## src/rtl/grom_io_pkg.sv

```systemverilog
// Shared definitions for the grom8 I/O stage: port addresses, status bit layout
// and the UART transmitter state encoding.
package grom_io_pkg;

  localparam logic [1:0] IO_PORT_LED    = 2'd0;
  localparam logic [1:0] IO_PORT_UART   = 2'd1;
  localparam logic [1:0] IO_PORT_STATUS = 2'd2;
  localparam logic [1:0] IO_PORT_RSVD   = 2'd3;

  localparam int unsigned ST_FULL    = 0;
  localparam int unsigned ST_EMPTY   = 1;
  localparam int unsigned ST_BUSY    = 2;
  localparam int unsigned ST_OVF     = 3;
  localparam int unsigned ST_OCC_LSB = 4;

  typedef enum logic [1:0] {
    TX_IDLE,
    TX_START,
    TX_DATA,
    TX_STOP
  } tx_state_e;

  // Occupancy field is only four bits wide; a full 16-entry FIFO shows 15.
  function automatic logic [3:0] occ_sat(input logic [4:0] n);
    return (n > 5'd15) ? 4'hF : n[3:0];
  endfunction

endpackage

```

## src/rtl/grom_io_if.sv

```systemverilog
// CPU-side I/O bus as seen by grom_io; data_in carries CPU write data,
// data_out carries registered read data back to the CPU.
interface grom_io_if;
  logic [11:0] addr;
  logic [7:0]  data_in;
  logic        we;
  logic        ioreq;
  logic [7:0]  data_out;

  modport master (output addr, data_in, we, ioreq, input data_out);
  modport slave  (input addr, data_in, we, ioreq, output data_out);
endinterface

```

## src/rtl/grom_uart_tx.sv

```systemverilog
// 8N1 UART transmitter: accepts a byte when idle, then sends start, eight data
// bits LSB-first and a stop bit, each CLK_DIV clock cycles long.
module grom_uart_tx
  import grom_io_pkg::*;
#(
  parameter logic [15:0] CLK_DIV = 16'd104
) (
  input  logic       clk,
  input  logic       reset_n,
  input  logic [7:0] tx_byte,
  input  logic       tx_valid,
  output logic       tx_ready,
  output logic       tx_busy,
  output logic       txd
);

  tx_state_e   state, state_n;
  logic [15:0] div, div_n;
  logic [2:0]  bitcnt, bitcnt_n;
  logic [7:0]  shreg, shreg_n;
  logic        txd_n;
  logic        div_last;

  assign div_last = (div == CLK_DIV - 16'd1);
  assign tx_busy  = (state != TX_IDLE);

  always_ff @(posedge clk or negedge reset_n) begin
    if (!reset_n) begin
      state  <= TX_IDLE;
      div    <= '0;
      bitcnt <= '0;
      shreg  <= '0;
      txd    <= 1'b1;
    end else begin
      state  <= state_n;
      div    <= div_n;
      bitcnt <= bitcnt_n;
      shreg  <= shreg_n;
      txd    <= txd_n;
    end
  end

  // txd is registered, so each branch sets the line level for the coming bit.
  always_comb begin
    state_n  = state;
    div_n    = div;
    bitcnt_n = bitcnt;
    shreg_n  = shreg;
    txd_n    = txd;
    tx_ready = 1'b0;
    unique case (state)
      TX_IDLE: begin
        tx_ready = 1'b1;
        txd_n    = 1'b1;
        if (tx_valid) begin
          shreg_n = tx_byte;
          div_n   = '0;
          txd_n   = 1'b0;
          state_n = TX_START;
        end
      end
      TX_START: begin
        if (div_last) begin
          div_n    = '0;
          bitcnt_n = '0;
          txd_n    = shreg[0];
          state_n  = TX_DATA;
        end else begin
          div_n = div + 16'd1;
        end
      end
      TX_DATA: begin
        if (div_last) begin
          div_n = '0;
          if (bitcnt == 3'd7) begin
            txd_n   = 1'b1;
            state_n = TX_STOP;
          end else begin
            bitcnt_n = bitcnt + 3'd1;
            shreg_n  = shreg >> 1;
            txd_n    = shreg[1];
          end
        end else begin
          div_n = div + 16'd1;
        end
      end
      TX_STOP: begin
        if (div_last) begin
          div_n   = '0;
          state_n = TX_IDLE;
        end else begin
          div_n = div + 16'd1;
        end
      end
      default: state_n = TX_IDLE;
    endcase
  end

endmodule

```

## src/rtl/grom_io.sv

```systemverilog
// grom8 I/O stage: LED port, TX FIFO and UART transmitter on the CPU I/O bus.
// Define GROM_IO_TX_FIFO_EN for a FIFO_DEPTH-entry FIFO; otherwise one holding register.
module grom_io
  import grom_io_pkg::*;
#(
  parameter logic [15:0] CLK_DIV    = 16'd104,
  parameter int unsigned FIFO_DEPTH = 8
) (
  input  logic       clk,
  input  logic       reset_n,
  grom_io_if.slave   bus,
  output logic       txd,
  output logic [7:0] leds
);

  logic       wq, wq_d, wr_stb;
  logic [1:0] port;
  logic       push_req, push_ok, pop;
  logic       full, empty;
  logic [4:0] count;
  logic [7:0] head;
  logic       ovf;
  logic       tx_ready, tx_busy;
  logic [7:0] status, rd_data;
  logic       unused_addr_bits;

  assign port             = bus.addr[1:0];
  assign unused_addr_bits = ^bus.addr[11:2];

  // Only the first cycle of a held write qualifier performs the write.
  assign wq     = bus.ioreq & bus.we;
  assign wr_stb = wq & ~wq_d;

  always_ff @(posedge clk or negedge reset_n) begin
    if (!reset_n) wq_d <= 1'b0;
    else          wq_d <= wq;
  end

  assign pop      = tx_ready & ~empty;
  assign push_req = wr_stb & (port == IO_PORT_UART);
  assign push_ok  = push_req & (~full | pop);

`ifdef GROM_IO_TX_FIFO_EN
  localparam int unsigned AW = $clog2(FIFO_DEPTH);

  logic [7:0]    mem [FIFO_DEPTH];
  logic [AW-1:0] rd_ptr, wr_ptr;

  assign full  = (count == 5'(FIFO_DEPTH));
  assign empty = (count == 5'd0);
  assign head  = mem[rd_ptr];

  always_ff @(posedge clk) begin
    if (push_ok) mem[wr_ptr] <= bus.data_in;
  end

  always_ff @(posedge clk or negedge reset_n) begin
    if (!reset_n) begin
      rd_ptr <= '0;
      wr_ptr <= '0;
      count  <= '0;
    end else begin
      if (pop)     rd_ptr <= rd_ptr + AW'(1);
      if (push_ok) wr_ptr <= wr_ptr + AW'(1);
      count <= count + 5'(push_ok) - 5'(pop);
    end
  end
`else
  localparam int unsigned unused_fifo_depth = FIFO_DEPTH;

  logic       hold_valid;
  logic [7:0] hold_data;

  assign full  = hold_valid;
  assign empty = ~hold_valid;
  assign head  = hold_data;
  assign count = {4'd0, hold_valid};

  always_ff @(posedge clk or negedge reset_n) begin
    if (!reset_n) begin
      hold_valid <= 1'b0;
      hold_data  <= '0;
    end else if (push_ok) begin
      hold_valid <= 1'b1;
      hold_data  <= bus.data_in;
    end else if (pop) begin
      hold_valid <= 1'b0;
    end
  end
`endif

  always_ff @(posedge clk or negedge reset_n) begin
    if (!reset_n) begin
      ovf  <= 1'b0;
      leds <= '0;
    end else begin
      if (push_req && full && !pop)                ovf <= 1'b1;
      else if (wr_stb && port == IO_PORT_STATUS)   ovf <= 1'b0;
      if (wr_stb && port == IO_PORT_LED)           leds <= bus.data_in;
    end
  end

  always_comb begin
    status                      = '0;
    status[ST_FULL]             = full;
    status[ST_EMPTY]            = empty;
    status[ST_BUSY]             = tx_busy;
    status[ST_OVF]              = ovf;
    status[ST_OCC_LSB +: 4]     = occ_sat(count);
  end

  always_comb begin
    rd_data = '0;
    if (bus.ioreq && !bus.we) begin
      unique case (port)
        IO_PORT_LED:    rd_data = leds;
        IO_PORT_STATUS: rd_data = status;
        default:        rd_data = '0;
      endcase
    end
  end

  always_ff @(posedge clk or negedge reset_n) begin
    if (!reset_n) bus.data_out <= '0;
    else          bus.data_out <= rd_data;
  end

  grom_uart_tx #(
    .CLK_DIV (CLK_DIV)
  ) u_tx (
    .clk      (clk),
    .reset_n  (reset_n),
    .tx_byte  (head),
    .tx_valid (~empty),
    .tx_ready (tx_ready),
    .tx_busy  (tx_busy),
    .txd      (txd)
  );

endmodule

```

## src/flat_wrapper.sv

```systemverilog
// flat-port wrapper written by rule: the top's interface ports become plain ports
module grom_io_flat import grom_io_pkg::*;
#(
  parameter logic [15:0] CLK_DIV    = 16'd104,
  parameter int unsigned FIFO_DEPTH = 8
)
  (clk, reset_n, txd, leds, bus_addr, bus_data_in, bus_we, bus_ioreq, bus_data_out);
  grom_io_if bus_i ();
  input  logic clk;
  input  logic reset_n;
  output logic txd;
  output logic [7:0] leds;
  input wire logic [$bits(bus_i.addr)-1:0] bus_addr;
  input wire logic [$bits(bus_i.data_in)-1:0] bus_data_in;
  input wire logic [$bits(bus_i.we)-1:0] bus_we;
  input wire logic [$bits(bus_i.ioreq)-1:0] bus_ioreq;
  output wire logic [$bits(bus_i.data_out)-1:0] bus_data_out;
  assign bus_i.addr = bus_addr;
  assign bus_i.data_in = bus_data_in;
  assign bus_i.we = bus_we;
  assign bus_i.ioreq = bus_ioreq;
  assign bus_data_out = bus_i.data_out;
  grom_io #(.CLK_DIV(CLK_DIV), .FIFO_DEPTH(FIFO_DEPTH)) u_core (.clk(clk), .reset_n(reset_n), .bus(bus_i), .txd(txd), .leds(leds));
endmodule
```

## config.mk

```make
export PLATFORM = sky130hd
export DESIGN_NAME = grom_io_flat
export DESIGN_NICKNAME = d
export VERILOG_FILES = /design/src/rtl/grom_io_pkg.sv /design/src/rtl/grom_io_if.sv /design/src/rtl/grom_uart_tx.sv /design/src/rtl/grom_io.sv /design/src/flat_wrapper.sv
export SDC_FILE = /design/constraint.sdc
export NUM_CORES = 1
export LEC_CHECK = 0
export ABC_CLOCK_PERIOD_IN_PS = 2100
export BUFFER_PORTS_ARGS = -buffer_cell sky130_fd_sc_hd__buf_2
export CAP_MARGIN = 20
export CORE_UTILIZATION = 40
export DETAILED_ROUTE_END_ITERATION = 10
export PLACE_DENSITY = 0.7
export SLEW_MARGIN = 25
export SYNTH_ARGS = -nofsm -noshare
export SYNTH_HDL_FRONTEND = slang
export SYNTH_SLANG_ARGS = --single-unit
```

## constraint.sdc

```tcl
create_clock -name clk -period 2.1 [get_ports clk]
set_clock_uncertainty 0.1 [all_clocks]
set_input_delay 0.105 -clock clk [delete_from_list [all_inputs] [get_ports clk]]
set_output_delay 0.105 -clock clk [all_outputs]
set_load 0.02 [all_outputs]
```

Word level (Yosys, flattened, before mapping)
Index checks and enable logic that the tools add are counted.

operators by class
  add/sub/neg operators = 2
  order comparisons = 1
  eq/ne operators = 13
  multiplexer cells = 30
  bitwise logic cells = 8
  reduce and logical (&&, ||, !) cells = 20

operators by type and width
  kind                     number
  $mux W16                 2
  $mux W8                  4
  $pmux W16 S2             1
  $pmux W8 S2              2
  $add A16 B1 Y16 const B  1
  $eq A16 B7 Y1 const B    1
  $mux W2                  5
  $ne A2 B2 Y1 const B     5
  $reduce_bool A2 Y1       5
  $mux W1                  9
  $mux W3                  3
  $pmux W2 S4              1
  $reduce_and A4 Y1        2
  $eq A2 B2 Y1 const B     3
  $pmux W3 S2              1
  $and A1 B1 Y1            5
  $logic_and A1 B1 Y1      5
  $reduce_and A5 Y1        1
  $eq A2 B1 Y1 const B     2
  $gt A1 B4 Y1 const B     1
  $logic_not A2 Y1         2
  $mux W4                  1
  $add A3 B1 Y3 const B    1
  $eq A3 B3 Y1 const B     1
  other kinds (8)          10

word-level totals
  register bits after elaboration = 57
  bits of input ports = 24
  word-level logic and storage cells = 85

Depth between registers and ports, before layout
  depth in word-level cells = 6
  mapped depth = 8

Modules after synthesis
Synthesis repeated with hierarchy kept, for this count alone.

unflattened totals
  cell total of the unflattened synthesis = 262
  area total of the unflattened synthesis = 2,820.2 um^2

modules (own cells, without submodules)
  module        times used  cells each  area each (um^2)
  grom_uart_tx  1           190         1,750.4
  grom_io       1           72          1,069.8

Least setup slack after synthesis
Ideal clock, no wire load.

  path kind = register to register
  from = register u_core.u_tx.state[0]
  to = register u_core.u_tx.div[13]
  library setup time = 73 ps
  arrival time = 2,078 ps
  data required time = 1,927 ps
  path slack = -151 ps
  cell stages (with the launch flop) = 9
  path buffers = 2
  clock period less this slack = 2,251 ps
  path through = dfrtp_1 > inv_1 > ha_1 > nor2b_4 > buf_6 > or3_4 > buf_6 > or4_4 > a21oi_2

on the way
  longest elaborated chain between the ends = 3
  elaborated cells between the ends (all ways) = 7
  classes of those cells = eq/ne (4); mux (1); reduce/logical (2)

RTL lines
  what                                                 RTL line            RTL
  from (decl)                                          grom_uart_tx.sv:17  tx_state_e state, state_n;
  from (signal assigned)                               grom_uart_tx.sv:35  state <= state_n;
  $eq A2 B2 Y1 / $eq A2 B1 Y1 (equally long branches)  grom_uart_tx.sv:51  unique case (state)
  $reduce_or A3 Y1 (no line)                           -
  $pmux W16 S2                                         grom_uart_tx.sv:51
  to (signal assigned)                                 grom_uart_tx.sv:36  div <= div_n;
  to (decl)                                            grom_uart_tx.sv:18  logic [15:0] div, div_n;

Parallel ways exist; a longest one is shown, timed or not.
A chain may end at the register's enable or synchronous reset.

Worst setup path after layout
  from = register u_core.u_tx.state[0]
  to = register u_core.u_tx.div[12]

The elaborated chain is that of the path after synthesis.

==> impl_results.md <==
- Status: finished, final reports clean
- Site Rows: 30
- CTS tree: built
- Critical Path End Type: flop
- Post-DP HPWL: 3880 um
- Cell taking the most area after synthesis: dfrtp_1
- # H-tree levels: 3
- EDFF count, synth: 0
- Post-DRT Antenna Nets: 0
- Gate power share: 0.113
- Slew margin rel.: 0.513
- WL final: 5890 um
- Vias/cell: 5.22
- Layout Cells excl Fill: 417
- Fin. Hold Viols: 0
- Maximum clock rate: 0.489 GHz
- Max FO, Critical Path: 9
- Reg area: 1430 sq um
- DP Area: 3130 sq um
- Reg power frac: 0.507
- Max-cap viol count: 0
- Primary FF master, synth: dfrtp_1
- Leak: 1.56 nW
- Slew Viols, Final: 0
- CTS root buf: clkbuf_8
- Initial antenna violation count: 0
- Fin area: 3450 sq um
- Largest net degree at the start of global routing: 58
- WP data required: 2.26 ns
- Int Pwr: 1.77 mW
- Clock transition at path regs: 0.08 ns
- Footprint of the multi-input gates: 1320 sq um
- Min Tclk post-route: 2.04 ns
- DR iter-0 viols: 82
- Die Ht: 85.9 um
- Routed wire length per instance: 14.1 um
- Worst setup SP type: flop
- Period utilization: 0.973
- Gr usage total: 0.177
- Worst-path cell with the longest stage delay: or4_1
- # fillers: 603
- Worst Path Arrival: 2.20 ns
- Cell total after placement: 386
- Mapped Nets: 292
- First-pass GRT wire length: 10000 um
- Grt ovf: 0
- Synth area leaders: dfrtp_1 50%, mux2_2 7.2%, ha_1 4.0%
- Syn avg cell area: 10.9 sq um
- Final net count: 349
- Num Clock Sinks: 57
- Worst min-delay path class: primary input to flop
- Area growth syn-to-layout: 22.8%
- Slew @ Worst Pin: 0.731 ns
- Net Sw Frac: 0.288
- Async SR Flop Fraction: 1.00
- Sequential share of the synthesized area: 0.508
- IO Count: 41
- Yosys cell types: 51
- Vias: 2175
- Core Util, Final: 0.508
- Core Area: 6790 sq um
- CP max stage delay: 0.51 ns
- Synthesized cell area: 2810 sq um
- Most common cell after layout, fill and taps aside: dfrtp_1
- Die Span X: 85.9 um
- Port Buffers: 30
- Total CTS buffers: 9
- Share of cells above drive strength 1: 0.287
- Residual DRC: 0
- R2R setup slack: 0.06 ns
- Switching Power: 715 uW
- Top cell type's share of synthesized area: 0.498
- Crit-path cells: inv_2 > ha_4 > nor2b_4 > or3_4 > or4_1 > a21oi_1
- Skew-Pair Late Insertion Delay: 0.35 ns
- Clock Power Share: 0.381
- Vias in the first global route: 2077
- Final setup viols: 0
- YS warnings: 0
- Most frequent cells in the layout: 56 x dfrtp_1, 30 x buf_2, 27 x nand2_1
- Global placement routability congestion: 0.792
- N_diodes: 0
- Pwr per Cell Area: 720 nW/um^2
- DIE AREA: 7370 sq um
- Longest Clk Path Bufs: 2
- Synth Instances: 259
- Initial Utilization: 0.414
- Drt pass-1 iters: 4
- Yosys reg bits: 57
- Peak VDD IR: 0.653 mV
- CP Class: flop to flop
==> metal layers <==
layer | vias to the layer above | track usage | part of all wire
met5 | - | 0 | 0
met4 | 0 | 0.0455 | 0.0065
met3 | 3 | 0.0606 | 0.036
met2 | 33 | 0.295 | 0.51
met1 | 1072 | 0.220 | 0.45
li1 | 1067 | - | -
==> worst paths after layout <==
check	from	end	depth (start not counted)
worst max-delay path	u_core.u_tx.state[0]$_DFFE_PN0P_	u_core.u_tx.div[12]$_DFFE_PN0N_	6
worst min-delay path	bus_addr[1]	u_core.bus.data_out[5]$_DFF_PN0_	2
worst max register to register	u_core.u_tx.state[0]$_DFFE_PN0P_	u_core.u_tx.div[12]$_DFFE_PN0N_	6
worst min register to register	u_core.head[4]$_DFFE_PN0P_	u_core.u_tx.shreg[4]$_DFFE_PN0P_	2
max in group asynchronous	reset_n	u_core.u_tx.bitcnt[1]$_DFFE_PN0P_	3
min in group asynchronous	reset_n	u_core.u_tx.div[1]$_DFFE_PN0N_	3
==> sequential cells by signal (all words and copies together), names as in the netlist, 2 cells and up <==
| register | count |
|---|---|
| u_core.u_tx.div | 16 |
| u_core.bus.data_out | 8 |
| u_core.u_tx.bitcnt | 3 |
| u_core.head | 8 |
| u_core.u_tx.state | 2 |
| u_core.u_tx.shreg | 8 |
| u_core.leds | 8 |
==> through the flow <==
step | TNS (ns) | worst slack, ns | total power [mW] | hold slack (ns)
after CTS | 0 | 0.0527 | 2.51 | 0.0247
after detailed placement | 0 | 0.0190 | 1.54 | 0.197
after floorplan | 0 | 0.0218 | 1.42 | -0.291
after global placement | 0 | 0.0917 | 1.53 | 0.192
after global routing | -0.00737 | -0.00737 | 2.60 | 0.0523
final | 0 | 0.0561 | 2.48 | 0.0358
==> cells in the mapped netlist (3+ instances only) <==
library cell	number
nand4_1	12
buf_2	3
nand3_1	13
clkbuf_1	5
a2bb2oi_1	7
inv_1	6
or4_1	3
a21oi_1	9
xor2_1	4
o31ai_1	6
nor4_1	5
nor3b_1	4
dfrtp_1	56
o21ai_0	6
nor2_1	16
mux2_2	18
nor3_1	3
o2bb2ai_1	3
xnor2_1	4
ha_1	9
nand2_1	27
mux2i_1	3
==> power groups by stage <==
| stage | clock, mW | combinational (mW) | sequential (mW) |
|---|---|---|---|
| after floorplan | 0 | 0.109 | 1.31 |
| after global placement | 0 | 0.258 | 1.28 |
| after detailed placement | 0 | 0.265 | 1.28 |
| after CTS | 0.969 | 0.284 | 1.26 |
| after global routing | 1.03 | 0.302 | 1.27 |
| final | 0.947 | 0.280 | 1.26 |
==> critical path, delay by kind of cell (launching register included) <==
family                   cells  cell delay [ns]
buffers and inverters        1             0.08
AO/OA/AOI/OAI                1             0.17
adder cells (fa/ha/maj)      1             0.16
flip-flops                   1             0.38
AND/OR/NAND/NOR              3             1.08
==> area by class of cell <==
class                           count  share of cell area
Clock buffer                        9              0.0359
Timing Repair Buffer               57               0.111
Multi-Input combinational cell    185               0.382
Clock inverter                      7              0.0170
Inverter                            6             0.00652
Sequential cell                    57               0.413
Tap cell                           96              0.0348
==> kinds of logic (layout without fill, tap and decap cells) <==
| kind of cell | count (synthesis) | in the layout | share of synthesized area |
|---|---|---|---|
| fa+ha+maj | 9 | 9 | 0.0400 |
| compound gates | 45 | 45 | 0.114 |
| simple gates | 102 | 102 | 0.202 |
| mux | 21 | 21 | 0.0827 |
| xor+xnor | 8 | 8 | 0.0249 |
| buf+inv | 17 | 79 | 0.0294 |
| flops | 57 | 57 | 0.508 |
==> repair_timing <==
action | in CTS | in global routing
pin swaps | 0 | 1
hold endpoints to repair | 74 | 0
hold buffers | 12 | 0
setup buffers | 1 | 2
setup endpoints to repair | 1 | 13
gates resized for setup | 0 | 2
Power figures use the tool's default switching activity.
